[src/rtl/hazard_pkg.sv]
// Shared types and constants for the hazard/forwarding unit: slot record,
// slot indices, forwarding-vector field layout and datapath widths.
package hazard_pkg;

  localparam int REG_W   = 3;
  localparam int DATA_W  = 16;

  localparam int N_SLOTS  = 3;
  localparam int SLOT_EX  = 0;
  localparam int SLOT_MEM = 1;
  localparam int SLOT_WB  = 2;

  localparam int FIELD_W = REG_W + 1;
  localparam int EX_OFF  = 0;
  localparam int MEM_OFF = 4;
  localparam int WB_OFF  = 8;
  localparam int VEC_W   = N_SLOTS * FIELD_W;

  typedef struct packed {
    logic             valid;
    logic [REG_W-1:0] wsel;
    logic             is_load;
  } slot_t;

  // True when the decode instruction actually reads the register this slot writes.
  function automatic logic reads_reg(slot_t s,
                                     logic [REG_W-1:0] rs1, logic rs1_used,
                                     logic [REG_W-1:0] rs2, logic rs2_used);
    return (rs1_used && (rs1 == s.wsel)) || (rs2_used && (rs2 == s.wsel));
  endfunction

  function automatic logic [FIELD_W-1:0] fwd_field(logic v, logic [REG_W-1:0] sel);
    return {v, sel};
  endfunction

endpackage

[src/rtl/hazard_fwd_if.sv]
// Decode/result/forwarding bundle between the pipeline datapath (master)
// and the hazard_fwd unit (slave).
interface hazard_fwd_if;
  import hazard_pkg::*;

  logic                  Dec_valid;
  logic                  Dec_regwrite;
  logic                  Dec_memread;
  logic [REG_W-1:0]      Dec_wsel;
  logic [REG_W-1:0]      Dec_rs1;
  logic [REG_W-1:0]      Dec_rs2;
  logic                  Dec_rs1_used;
  logic                  Dec_rs2_used;
  logic                  Flush;
  logic [DATA_W-1:0]     Ex_result;
  logic [DATA_W-1:0]     Mem_result;
  logic [DATA_W-1:0]     Wb_result;
  logic [VEC_W-1:0]      Forwarding_vector;
  logic [3*DATA_W-1:0]   Forwarding_data;
  logic                  Stall;

  modport master (
    output Dec_valid, Dec_regwrite, Dec_memread, Dec_wsel, Dec_rs1, Dec_rs2,
           Dec_rs1_used, Dec_rs2_used, Flush, Ex_result, Mem_result, Wb_result,
    input  Forwarding_vector, Forwarding_data, Stall
  );

  modport slave (
    input  Dec_valid, Dec_regwrite, Dec_memread, Dec_wsel, Dec_rs1, Dec_rs2,
           Dec_rs1_used, Dec_rs2_used, Flush, Ex_result, Mem_result, Wb_result,
    output Forwarding_vector, Forwarding_data, Stall
  );

endinterface

[src/rtl/hazard_fwd_slot.sv]
// One pipeline-tracking slot: loads a record, or a bubble, each cycle;
// synchronous reset clears it.
module fwd_slot
  import hazard_pkg::*;
(
  input  logic  clk,
  input  logic  rst,
  input  logic  i_bubble,
  input  slot_t i_d,
  output slot_t o_q
);

  slot_t r_q;

  // NOTE: state registers use non-blocking assignment so every slot samples
  // its neighbour's pre-edge value and the three slots shift in lockstep.
  always_ff @(posedge clk) begin
    if (rst)           r_q <= '0;
    else if (i_bubble) r_q <= '0;
    else               r_q <= i_d;
  end

  assign o_q = r_q;

endmodule

[src/rtl/hazard_fwd.sv]
// Load-use hazard detection and forwarding-select generation for EX/MEM/WB.
// Define HAZARD_FWD_EN for forwarding; otherwise a full interlock is built.
module hazard_fwd
  import hazard_pkg::*;
(
  input  logic         clk,
  input  logic         rst,
  hazard_fwd_if.slave  bus
);

  slot_t w_slot [N_SLOTS];
  slot_t w_dec;
  logic  w_hazard;
  logic  w_stall;
  logic  w_unused;

  assign w_dec = '{valid:   bus.Dec_valid & bus.Dec_regwrite,
                   wsel:    bus.Dec_wsel,
                   is_load: bus.Dec_memread};

  fwd_slot u_ex (
    .clk      (clk),
    .rst      (rst),
    .i_bubble (w_stall | bus.Flush),
    .i_d      (w_dec),
    .o_q      (w_slot[SLOT_EX])
  );

  fwd_slot u_mem (
    .clk      (clk),
    .rst      (rst),
    .i_bubble (1'b0),
    .i_d      (w_slot[SLOT_EX]),
    .o_q      (w_slot[SLOT_MEM])
  );

  fwd_slot u_wb (
    .clk      (clk),
    .rst      (rst),
    .i_bubble (1'b0),
    .i_d      (w_slot[SLOT_MEM]),
    .o_q      (w_slot[SLOT_WB])
  );

`ifdef HAZARD_FWD_EN
  // Only a load still in EX lacks data; MEM/WB loads forward from their results.
  assign w_hazard = w_slot[SLOT_EX].valid & w_slot[SLOT_EX].is_load & bus.Dec_valid &
                    reads_reg(w_slot[SLOT_EX], bus.Dec_rs1, bus.Dec_rs1_used,
                              bus.Dec_rs2, bus.Dec_rs2_used);

  assign bus.Forwarding_vector[WB_OFF  +: FIELD_W] =
    fwd_field(w_slot[SLOT_WB].valid, w_slot[SLOT_WB].wsel);
  assign bus.Forwarding_vector[MEM_OFF +: FIELD_W] =
    fwd_field(w_slot[SLOT_MEM].valid, w_slot[SLOT_MEM].wsel);
  assign bus.Forwarding_vector[EX_OFF  +: FIELD_W] =
    fwd_field(w_slot[SLOT_EX].valid & ~w_slot[SLOT_EX].is_load, w_slot[SLOT_EX].wsel);
`else
  logic [N_SLOTS-1:0] w_hit;

  for (genvar i = 0; i < N_SLOTS; i++) begin : g_hit
    assign w_hit[i] = w_slot[i].valid &
                      reads_reg(w_slot[i], bus.Dec_rs1, bus.Dec_rs1_used,
                                bus.Dec_rs2, bus.Dec_rs2_used);
  end

  // Without forwarding, any in-flight producer blocks the reader until it retires.
  assign w_hazard = bus.Dec_valid & (|w_hit);
  assign bus.Forwarding_vector = '0;
`endif

  assign w_stall         = w_hazard & ~bus.Flush;
  assign bus.Stall       = w_stall;
  assign bus.Forwarding_data = {bus.Wb_result, bus.Mem_result, bus.Ex_result};

  assign w_unused = ^{w_slot[SLOT_EX].is_load, w_slot[SLOT_MEM].is_load,
                      w_slot[SLOT_WB].is_load};

endmodule

[src/flat_wrapper.sv]
// flat-port wrapper written by rule: the top's interface ports become plain ports
module hazard_fwd_flat import hazard_pkg::*;
  (clk, rst, bus_Dec_valid, bus_Dec_regwrite, bus_Dec_memread, bus_Dec_wsel, bus_Dec_rs1, bus_Dec_rs2, bus_Dec_rs1_used, bus_Dec_rs2_used, bus_Flush, bus_Ex_result, bus_Mem_result, bus_Wb_result, bus_Forwarding_vector, bus_Forwarding_data, bus_Stall);
  hazard_fwd_if bus_i ();
  input  logic clk;
  input  logic rst;
  input wire logic [$bits(bus_i.Dec_valid)-1:0] bus_Dec_valid;
  input wire logic [$bits(bus_i.Dec_regwrite)-1:0] bus_Dec_regwrite;
  input wire logic [$bits(bus_i.Dec_memread)-1:0] bus_Dec_memread;
  input wire logic [$bits(bus_i.Dec_wsel)-1:0] bus_Dec_wsel;
  input wire logic [$bits(bus_i.Dec_rs1)-1:0] bus_Dec_rs1;
  input wire logic [$bits(bus_i.Dec_rs2)-1:0] bus_Dec_rs2;
  input wire logic [$bits(bus_i.Dec_rs1_used)-1:0] bus_Dec_rs1_used;
  input wire logic [$bits(bus_i.Dec_rs2_used)-1:0] bus_Dec_rs2_used;
  input wire logic [$bits(bus_i.Flush)-1:0] bus_Flush;
  input wire logic [$bits(bus_i.Ex_result)-1:0] bus_Ex_result;
  input wire logic [$bits(bus_i.Mem_result)-1:0] bus_Mem_result;
  input wire logic [$bits(bus_i.Wb_result)-1:0] bus_Wb_result;
  output wire logic [$bits(bus_i.Forwarding_vector)-1:0] bus_Forwarding_vector;
  output wire logic [$bits(bus_i.Forwarding_data)-1:0] bus_Forwarding_data;
  output wire logic [$bits(bus_i.Stall)-1:0] bus_Stall;
  assign bus_i.Dec_valid = bus_Dec_valid;
  assign bus_i.Dec_regwrite = bus_Dec_regwrite;
  assign bus_i.Dec_memread = bus_Dec_memread;
  assign bus_i.Dec_wsel = bus_Dec_wsel;
  assign bus_i.Dec_rs1 = bus_Dec_rs1;
  assign bus_i.Dec_rs2 = bus_Dec_rs2;
  assign bus_i.Dec_rs1_used = bus_Dec_rs1_used;
  assign bus_i.Dec_rs2_used = bus_Dec_rs2_used;
  assign bus_i.Flush = bus_Flush;
  assign bus_i.Ex_result = bus_Ex_result;
  assign bus_i.Mem_result = bus_Mem_result;
  assign bus_i.Wb_result = bus_Wb_result;
  assign bus_Forwarding_vector = bus_i.Forwarding_vector;
  assign bus_Forwarding_data = bus_i.Forwarding_data;
  assign bus_Stall = bus_i.Stall;
  hazard_fwd u_core (.clk(clk), .rst(rst), .bus(bus_i));
endmodule
[config.mk]
export PLATFORM = sky130hd
export DESIGN_NAME = hazard_fwd_flat
export DESIGN_NICKNAME = d
export VERILOG_FILES = /design/src/rtl/hazard_pkg.sv /design/src/rtl/hazard_fwd_if.sv /design/src/rtl/hazard_fwd_slot.sv /design/src/rtl/hazard_fwd.sv /design/src/flat_wrapper.sv
export SDC_FILE = /design/constraint.sdc
export NUM_CORES = 1
export LEC_CHECK = 0
export ABC_CLOCK_PERIOD_IN_PS = 1100
export BUFFER_PORTS_ARGS = -buffer_cell sky130_fd_sc_hd__buf_2
export CAP_MARGIN = 0
export CELL_PAD_IN_SITES_DETAIL_PLACEMENT = 1
export CELL_PAD_IN_SITES_GLOBAL_PLACEMENT = 2
export CORE_ASPECT_RATIO = 1.4
export CORE_MARGIN = 2
export CORE_UTILIZATION = 14
export CTS_BUF_LIST = sky130_fd_sc_hd__clkbuf_16
export DETAILED_ROUTE_END_ITERATION = 6
export PLACE_DENSITY_LB_ADDON = 0.1
export SETUP_SLACK_MARGIN = 0.5
export SLEW_MARGIN = 40
export SYNTH_ARGS = -nofsm -noshare
export SYNTH_HDL_FRONTEND = slang
export SYNTH_HIERARCHICAL = 1
export SYNTH_SLANG_ARGS = --single-unit
[constraint.sdc]
create_clock -name clk -period 1.1 [get_ports clk]
set_input_delay 0.11 -clock clk [delete_from_list [all_inputs] [get_ports clk]]
set_output_delay 0.11 -clock clk [all_outputs]
set_load 0.01 [all_outputs]
==> results.txt <==
----------------------------------------------------
[Final layout]
  Most common cell after layout, fill and taps aside ... sky130_fd_sc_hd__conb_1
  Highest-count cells in the layout ignoring fill and taps ... sky130_fd_sc_hd__conb_1 (20), sky130_fd_sc_hd__buf_2 (16), sky130_fd_sc_hd__xnor2_2 (13)
  Share of post-route cells with drive strength above 1 ... 55.1%
  Antenna diodes ... 0
  Post-synthesis to final-layout area growth ... 8.53%
  Final nets ... 165
  Post-layout utilization of the core ... 15.5%

[Clock network]
  Clock insertion delay at the later pin of the skew report ... 0.24 ns
  Clock Sinks ... 12
  Post-CTS setup-driven buffer insertion count ... 0
  Clock tree root driver cell ... sky130_fd_sc_hd__clkbuf_16
  CTS tree ... yes
  Buffer levels on the longest clock path ... 2
  Hold-fix buffers, CTS ... 0
  Clock slew seen by the registers of the worst setup and hold paths ... 0.04 ns
  Total CTS buffers ... 3
  Maximum level of the CTS H-tree ... 1

[Pwr]
  Power density cells ... 1130 mW/mm^2
  Peak supply drop ... 0.443 mV
  Leak ... 0.000408 uW

[Drt]
  Overall routed net length ... 2450 um
  DRC violation count after routing ... 0
  Count of vias placed by the detailed router ... 617
  Post-detailed-route wirelength per cell ... 12.5 um
  Number of vias per cell after detailed routing ... 3.16
  Final ANT Viol Nets ... 0
  Number of DRC markers in iteration 0 ... 3
  First-pass iteration count of the detailed router ... 2

[Status]
  Violated checks ... setup timing
  Run status ... finished, violations left

[Floorplan]
  Horizontal die dimension ... 76.9 um
  Top-level port count ... 126
  Placement row count ... 37
  Die extent in y ... 106 um
  Die area ... 0.00815 sq mm
  Initial Util ... 14.3%
  Area of the core ... 0.00727 sq mm

[Setup path]
  Data arrival time of the critical path ... 1.37 ns
  Crit. End Element ... output pin
  Setup CP Type ... reg -> out
  Max Fanout on Critical Path ... 3
  Worst Path Required ... 0.99 ns
  Startpoint types ... flop
  Minimum setup slack among reg-to-reg paths ... -0.20 ns

[Global route]
  Largest net degree at the start of global routing ... 13
  Via count of the first global-routing pass ... 770
  Total global routing overflow ... 0
  First-pass GRT wire length ... 3970 um
  Number of antenna violations at the first check in global routing ... 0
  GRT Resource Usage Total ... 6.34%

[Timing]
  Peak Freq ... 675 MHz
  Post-Route Skew ... 0.00285 ns
  Worst hold slack ... 0.108 ns
  Number of pins exceeding their max-slew limit in the final report ... 0
  Portion of the clock cycle consumed by the worst path in the final layout ... 135%
  Post-route setup slack ... -0.381 ns
  Number of endpoints failing setup at the final stage ... 5
  Period minus WS final ... 1.48 ns
  Unrepaired setup endpoints after global routing ... yes
  Count of endpoints failing hold in the final timing report ... 0

[Logic synthesis]
  Netlist area before placement ... 0.00104 sq mm
  Synthesized area divided by synthesized cell count ... 8.82 sq um
  Post-synthesis instance total ... 118
  Total number of yosys warnings ... 6

[Place]
  RePlAce Congestion ... 0.632
  Worst setup timing slack at the placement stage ... -0.242 ns
  Port buffer count ... 16
  Total half-perimeter wirelength after legalization and detailed placement ... 2070 um

[Min path]
  Worst min-delay path category ... in -> reg

[Job]
  Max-cap violation count ... 0

----------------------------------------------------
==> layout make-up <==
cell class | instances | area [sq um]
clock buffers | 3 | 75.1
fillers | 863 | 6140
multi-input cells | 65 | 569
flip-flops and latches | 12 | 269
well taps | 97 | 121
repair buffers | 18 | 95.1
==> worst paths after layout <==
| check | start | endpoint | cells after the start |
|---|---|---|---|
| worst max-delay path | u_core/u_ex/o_q[3]$_SDFF_PP0_ | bus_Stall | 5 |
| worst min-delay path | bus_Dec_wsel[1] | u_core/u_ex/o_q[2]$_SDFF_PP0_ | 2 |
| worst max register to register | u_core/u_wb/o_q[1]$_SDFF_PP0_ | u_core/u_ex/o_q[1]$_SDFF_PP0_ | 6 |
| worst min register to register | u_core/u_ex/o_q[4]$_SDFF_PP0_ | u_core/u_mem/o_q[4]$_SDFF_PP0_ | 1 |
==> power breakdown <==
group / internal, uW / switching, uW
clock network: 473 / 177
registers: 432 / 10.9
logic: 87.9 / 95.8
total: 993 / 284
==> per-layer routing <==
metal  routed length [um]  GRT usage (%)  share of wire [%]  up-vias
met5                    0              0                  0        -
met4                  127           4.94                5.2        0
met1                  835           6.04                 34      273
met3                  212           2.63                8.7       24
li1                     -              -                  -      266
met2                 1270           10.7                 52       54
==> state kept, by name, summed over array words and instances (netlist names) <==
| register | cells |
|---|---|
| u_core/u_ex/o_q | 4 |
| u_core/u_mem/o_q | 4 |
| u_core/u_wb/o_q | 4 |
==> through the flow <==
step           cell area (sq um)  cells  setup TNS, ns  total power (uW)
3_3_place_gp                 890    192         -0.978               611
6_report                    1130    195          -1.17              1280
2_1_floorplan               1120    137              0               749
4_1_cts                     1100    195          -1.34              1310
5_1_grt                     1130    195          -1.70              1360
3_5_place_dp                 890    192          -1.04               611
==> repair_timing <==
item / 4_1_cts / 5_1_grt
gates resized for setup: 23 / 7
endpoints found under the hold margin: 0 / 0
cloned: 0 / 0
setup endpoints to repair: 10 / 12
pin swaps: 5 / 5
==> critical path: stages, from the launching register on <==
cell and delay [ns]:
sky130_fd_sc_hd__dfxtp_4 0.36, sky130_fd_sc_hd__xnor2_2 0.13, sky130_fd_sc_hd__nand4_1 0.10, sky130_fd_sc_hd__a21o_1 0.21
sky130_fd_sc_hd__a31oi_2 0.18, sky130_fd_sc_hd__buf_2 0.15
Note: power is estimated with default switching activity, not from simulation.
